[config.mk]
export PLATFORM = sky130hd
export DESIGN_NAME = wb_regfile_commit_flat
export DESIGN_NICKNAME = d
export VERILOG_FILES = /design/src/rtl/wb_regfile_commit_if.sv /design/src/rtl/wb_regfile_commit.sv /design/src/flat_wrapper.sv
export SDC_FILE = /design/constraint.sdc
export NUM_CORES = 2
export LEC_CHECK = 0
export BUFFER_PORTS_ARGS = -buffer_cell sky130_fd_sc_hd__buf_2
export CORE_ASPECT_RATIO = 1.1
export CORE_MARGIN = 1
export CORE_UTILIZATION = 40
export CTS_BUF_LIST = sky130_fd_sc_hd__clkbuf_8
export DETAILED_ROUTE_END_ITERATION = 8
export PLACE_DENSITY_LB_ADDON = 0.12
export REMOVE_ABC_BUFFERS = 1
export SYNTH_ARGS = -nofsm -noshare
export SYNTH_HDL_FRONTEND = slang
export SYNTH_SLANG_ARGS = --single-unit
[constraint.sdc]
create_clock -name clk -period 6.3 [get_ports clk]
set_input_delay 0.63 -clock clk [delete_from_list [all_inputs] [get_ports clk]]
set_output_delay 0.63 -clock clk [all_outputs]
set_load 0.02 [all_outputs]
[src/rtl/wb_regfile_commit_if.sv]
// rtl/wb_regfile_commit_if.sv - W-stage writeback bundle and ID-stage read ports
interface wb_regfile_commit_if #(
    parameter int XLEN = 32
);
    logic            RegWriteW;
    logic [4:0]      rdW;
    logic [1:0]      MemtoRegW;
    logic [XLEN-1:0] ResultW;
    logic [XLEN-1:0] MemDataW;
    logic [XLEN-1:0] PCW;
    logic [31:0]     InsW;
    logic            commit_en;
    logic [4:0]      rs1;
    logic [4:0]      rs2;
    logic [XLEN-1:0] rd1;
    logic [XLEN-1:0] rd2;
    logic [XLEN-1:0] wb_data;

    modport master (
        output RegWriteW, rdW, MemtoRegW, ResultW, MemDataW, PCW, InsW, commit_en,
        output rs1, rs2,
        input  rd1, rd2, wb_data
    );

    modport slave (
        input  RegWriteW, rdW, MemtoRegW, ResultW, MemDataW, PCW, InsW, commit_en,
        input  rs1, rs2,
        output rd1, rd2, wb_data
    );
endinterface

[src/rtl/wb_regfile_commit.sv]
// rtl/wb_regfile_commit.sv - writeback select, 32x32 register file with bypass, retire counter
// Optional macro WB_TRACE_EN adds registered retire trace outputs.
module wb_regfile_commit #(
    parameter int XLEN  = 32,
    parameter int CNT_W = 64
) (
    input  logic                 clk,
    input  logic                 rst_n,
    wb_regfile_commit_if.slave   bus,
    output logic                 retire,
    output logic [CNT_W-1:0]     instret
`ifdef WB_TRACE_EN
    ,
    output logic                 trace_valid,
    output logic [XLEN-1:0]      trace_pc,
    output logic [31:0]          trace_ins,
    output logic [XLEN-1:0]      trace_wdata
`endif
);

    logic [XLEN-1:0] regs [1:31];
    logic [XLEN-1:0] wb_data;
    logic            we;
    logic            count;

    assign we    = bus.RegWriteW && (bus.rdW != 5'd0);
    assign count = bus.commit_en && (bus.InsW != 32'd0);

    always_comb begin
        wb_data = bus.ResultW;
        case (bus.MemtoRegW)
            2'b01:   wb_data = bus.MemDataW;
            2'b10:   wb_data = bus.PCW + XLEN'(4);
            default: wb_data = bus.ResultW;
        endcase
    end

    assign bus.wb_data = wb_data;

    // x0 has no storage; the 1..31 array keeps it hard-wired to zero.
    always_ff @(posedge clk or negedge rst_n) begin
        if (!rst_n) begin
            for (int i = 1; i < 32; i++) begin
                regs[i] <= '0;
            end
        end else if (we) begin
            regs[bus.rdW] <= wb_data;
        end
    end

    always_comb begin
        bus.rd1 = '0;
        if (bus.rs1 != 5'd0) begin
            if (we && (bus.rs1 == bus.rdW)) bus.rd1 = wb_data;
            else                            bus.rd1 = regs[bus.rs1];
        end
    end

    always_comb begin
        bus.rd2 = '0;
        if (bus.rs2 != 5'd0) begin
            if (we && (bus.rs2 == bus.rdW)) bus.rd2 = wb_data;
            else                            bus.rd2 = regs[bus.rs2];
        end
    end

    always_ff @(posedge clk or negedge rst_n) begin
        if (!rst_n) begin
            retire  <= 1'b0;
            instret <= '0;
        end else begin
            retire <= count;
            if (count) instret <= instret + CNT_W'(1);
        end
    end

`ifdef WB_TRACE_EN
    always_ff @(posedge clk or negedge rst_n) begin
        if (!rst_n) begin
            trace_valid <= 1'b0;
            trace_pc    <= '0;
            trace_ins   <= '0;
            trace_wdata <= '0;
        end else begin
            trace_valid <= count;
            if (count) begin
                trace_pc    <= bus.PCW;
                trace_ins   <= bus.InsW;
                trace_wdata <= we ? wb_data : '0;
            end
        end
    end
`endif

endmodule
[src/flat_wrapper.sv]
// flat-port wrapper written by rule: the top's interface ports become plain ports
module wb_regfile_commit_flat 
#(
    parameter int XLEN  = 32,
    parameter int CNT_W = 64
)
  (clk, rst_n, retire, instret, bus_RegWriteW, bus_rdW, bus_MemtoRegW, bus_ResultW, bus_MemDataW, bus_PCW, bus_InsW, bus_commit_en, bus_rs1, bus_rs2, bus_rd1, bus_rd2, bus_wb_data);
  wb_regfile_commit_if #(.XLEN(XLEN)) bus_i ();
  input  logic clk;
  input  logic rst_n;
  output logic retire;
  output logic [CNT_W-1:0] instret;
  input wire logic [$bits(bus_i.RegWriteW)-1:0] bus_RegWriteW;
  input wire logic [$bits(bus_i.rdW)-1:0] bus_rdW;
  input wire logic [$bits(bus_i.MemtoRegW)-1:0] bus_MemtoRegW;
  input wire logic [$bits(bus_i.ResultW)-1:0] bus_ResultW;
  input wire logic [$bits(bus_i.MemDataW)-1:0] bus_MemDataW;
  input wire logic [$bits(bus_i.PCW)-1:0] bus_PCW;
  input wire logic [$bits(bus_i.InsW)-1:0] bus_InsW;
  input wire logic [$bits(bus_i.commit_en)-1:0] bus_commit_en;
  input wire logic [$bits(bus_i.rs1)-1:0] bus_rs1;
  input wire logic [$bits(bus_i.rs2)-1:0] bus_rs2;
  output wire logic [$bits(bus_i.rd1)-1:0] bus_rd1;
  output wire logic [$bits(bus_i.rd2)-1:0] bus_rd2;
  output wire logic [$bits(bus_i.wb_data)-1:0] bus_wb_data;
  assign bus_i.RegWriteW = bus_RegWriteW;
  assign bus_i.rdW = bus_rdW;
  assign bus_i.MemtoRegW = bus_MemtoRegW;
  assign bus_i.ResultW = bus_ResultW;
  assign bus_i.MemDataW = bus_MemDataW;
  assign bus_i.PCW = bus_PCW;
  assign bus_i.InsW = bus_InsW;
  assign bus_i.commit_en = bus_commit_en;
  assign bus_i.rs1 = bus_rs1;
  assign bus_i.rs2 = bus_rs2;
  assign bus_rd1 = bus_i.rd1;
  assign bus_rd2 = bus_i.rd2;
  assign bus_wb_data = bus_i.wb_data;
  wb_regfile_commit #(.XLEN(XLEN), .CNT_W(CNT_W)) u_core (.clk(clk), .rst_n(rst_n), .bus(bus_i), .retire(retire), .instret(instret));
endmodule
==> summary.md <==
| Metric | Value |
|---|---|
| Crit-path cells | `buf_4 -> buf_4 -> nor2_4 -> buf_4 -> a221oi_1 -> o21ai_0 -> a21oi_1 -> nor3_1 -> a21oi_1 -> buf_2` |
| Initial Util | `0.403` |
| Vias in the first global route | `45000` |
| Slowest-stage cell, CP | `buf_4` |
| Cell repeated most along the worst path | `buf_4` |
| CTS tree | `yes` |
| Startpoint types | `primary input` |
| Vias | `45100` |
| Grt ovf | `0` |
| Worst Path Max Fanout | `21` |
| Cell Area, Placed | `59700 sq um` |
| Share of post-route cells with drive strength above 1 | `0.212` |
| Pint | `13200 uW` |
| Mapped cell area | `about 56000 sq um` |
| Yosys reg bits | `approximately 1100` |
| Gr usage total | `0.306` |
| Clk buf depth | `3` |
| Layout area overhead | `12.3%` |
| Flop pwr share | `0.457` |
| Initial drt markers | `4561` |
| Asr flop ratio synth | `1.00` |
| Max Clock Skew | `~50 ps` |
| Final Cell Area | `about 63000 sq um` |
| Chip Width | `360 microns` |
| Dpl hpwl | `128000 microns` |
| Worst hold path type | `primary input to flop` |
| Post-synthesis cell count | `roughly 5500` |
| Max-Cap Viols | `0` |
| Sw Share | `0.323` |
| CP Capture Type | `primary output` |
| Io pins | `310` |
| CP arrival | `3970 ps` |
| WP data required | `5670 ps` |
| Yosys warning total | `0` |
| Total Neg Setup Slack | `0 ps` |
| Psw | `6320 uW` |
| # DRC | `0` |
| Sequential element share of the synthesized area | `0.468` |
| Status | `finished clean` |
| Fillcell total | `13400` |
| Distinct cells, synth | `72` |
| Slew Limit Fails | `0` |
| Rows | `about 140` |
| Critical setup path kind | `primary input to primary output` |
| FMAX | `0.217 GHz` |
| Clk Latency, worst-skew pair | `approximately 950 ps` |
| Wirelength, routed | `around 220000 microns` |
| Fin. Hold Viols | `0` |
| RSZ-0062 raised after global routing | `false` |
| CP max stage delay | `520 ps` |
| Post-route clock period utilization | `0.730` |
| Hold_ws | `208 ps` |
| Endpoints failing setup | `0` |
| Slew headroom | `0.0748` |
| Initial antenna violation count | `6` |
| Initial DRT Pass Iterations | `5` |
| H-tree Lvls | `4` |
| Post-CTS setup buffer count | `0` |
| Clock Power Share | `0.332` |
| Clock transition at path regs | `60 ps` |
| Final net count | `5706` |
| Peak supply drop | `about 0.00026 V` |
| Die height | `396 microns` |
| I/O Buffers | `309` |
| Detail Route Antenna Nets | `0` |
| Synthesized area per cell | `10.4 sq um` |
| Leakage power | `0.0284 uW` |
| GP Congestion | `roughly 0.88` |
| CTS root buf | `clkbuf_8` |
| Tmin final | `between 4000 and 5000 ps` |
| Gates resized, CTS repair | `0` |
| Clock buffer count from CTS | `~190` |
| Post-DR vias/cell | `6.00` |
| Post-synth EDFFs | `0` |
| Pin count of the biggest net entering global routing | `about 180` |
| DR WL/cell | `between 20 and 30 microns` |
| TritonCTS Sinks | `1057` |
| Die ar. | `143000 sq um` |
| Core ar. | `roughly 140000 sq um` |
| Comb pwr share | `0.211` |
| Worst Tran Pin Value | `roughly 1400 ps` |
| Pwr dens | `309 nW/um^2` |
| First-pass GRT wire length | `319000 microns` |
| Top FF cell, synth | `dfrtp_1` |
-- routing by layer --
layer	vias up	GRT usage	wire, microns
li1	20000	-	-
met1	23000	0.409	91700
met2	1732	0.488	102000
met3	427	0.0632	15500
met4	0	0.122	8570
met5	-	0	0
-- stage by stage --
step                utilization  setup slack [ps]  instances  total power, uW
finish                    0.453              1700       7521            19600
global route              0.453              1750       7520            20600
CTS                       0.453              1810       7519            19700
detailed placement        0.426              1810       7186            13200
global placement          0.426              1850       7186            13100
floorplan                     -               491       4922            11400
-- flip-flops by register name (all words and copies together), names as in the netlist --
register	count
u_core.regs	992
u_core.retire	1
u_core.instret	64
-- synth_stat cells (26+ instances only) --
master	instances	area, sq um
a21oi_1	154	771
a221o_1	39	390
a221oi_1	70	613
a22oi_1	49	368
buf_2	88	440
buf_4	26	195
clkbuf_1	391	1470
dfrtp_1	1057	26500
inv_1	58	218
mux2_2	39	439
mux2i_1	266	2660
mux4_2	372	8380
nand2_1	1077	4040
nand3_1	59	295
nor2_1	167	627
nor3_1	48	240
o21ai_0	977	4890
o21ai_1	40	200
xnor2_1	54	473
xor2_1	46	403
-- layout by cell type, fill, tap and decap left out, types with 54 or more instances in the layout --
master	synthesis	layout
nor2_1	167	162
dfrtp_1	1057	1057
buf_2	88	298
xnor2_1	54	54
inv_1	58	126
buf_4	26	120
o21ai_0	977	975
a21oi_1	154	151
clkbuf_8	0	234
mux4_2	372	372
a221oi_1	70	69
nand2_1	1077	1059
mux2i_1	266	266
-- worst max-delay path, delay by kind of cell --
family                 cells  cell delay, ps
buffers and inverters      4            1560
and+or+nand+nor            2             280
AOI/OAI and AO/OA          4            1390
-- path summary, 6_finish.rpt --
path / cells after the start / endpoint / startpoint / slack (ps)
max: 10 / bus_rd1[10] / bus_rs1[2] / 1700
min: 2 / u_core.retire / bus_commit_en / 210
max reg2reg: 6 / u_core.instret[63] / u_core.instret[3] / 3610
min reg2reg: 1 / u_core.instret[21] / u_core.instret[21] / 480
max in group asynchronous: 3 / u_core.regs[117] / rst_n / 4260
min in group asynchronous: 2 / u_core.instret[1] / rst_n / 360
-- layout make-up --
type | instances | area, sq um | area share
multi-input combinational | 3806 | 27900 | 0.440
sequential | 1057 | 26500 | 0.417
clock buffer | 234 | 3220 | 0.0508
timing repair buffer | 440 | 2790 | 0.0441
tap | 1825 | 2280 | 0.0360
clock inverter | 98 | 504 | 0.00795
inverter | 59 | 223 | 0.00351
antenna | 2 | 5.00 | 0.0000790
-- cells by family after synthesis --
| family | synth area share |
|---|---|
| and+or+nand+nor | 0.111 |
| xor gates and xnor gates | 0.0155 |
| adders and majority gates | 0.00111 |
| DFF | 0.468 |
| muxes | 0.203 |
| buffers and inverters | 0.0443 |
| AOI/OAI and AO/OA | 0.157 |
-- power by group through the flow --
stage | clock network, uW | logic (uW) | registers [uW]
after floorplan | 0 | 2610 | 8750
after detailed placement | 0 | 4130 | 9030
after CTS | 6620 | 4130 | 8920
after global routing | 6920 | 4540 | 9100
final | 6490 | 4130 | 8950
after global placement | 0 | 4080 | 8980
-- repair_timing --
action	4_1_cts	5_1_grt
hold endpoints to repair	91	0
setup endpoints to repair	0	0
hold buffers	1	0
(Power assumes the default switching activity.)
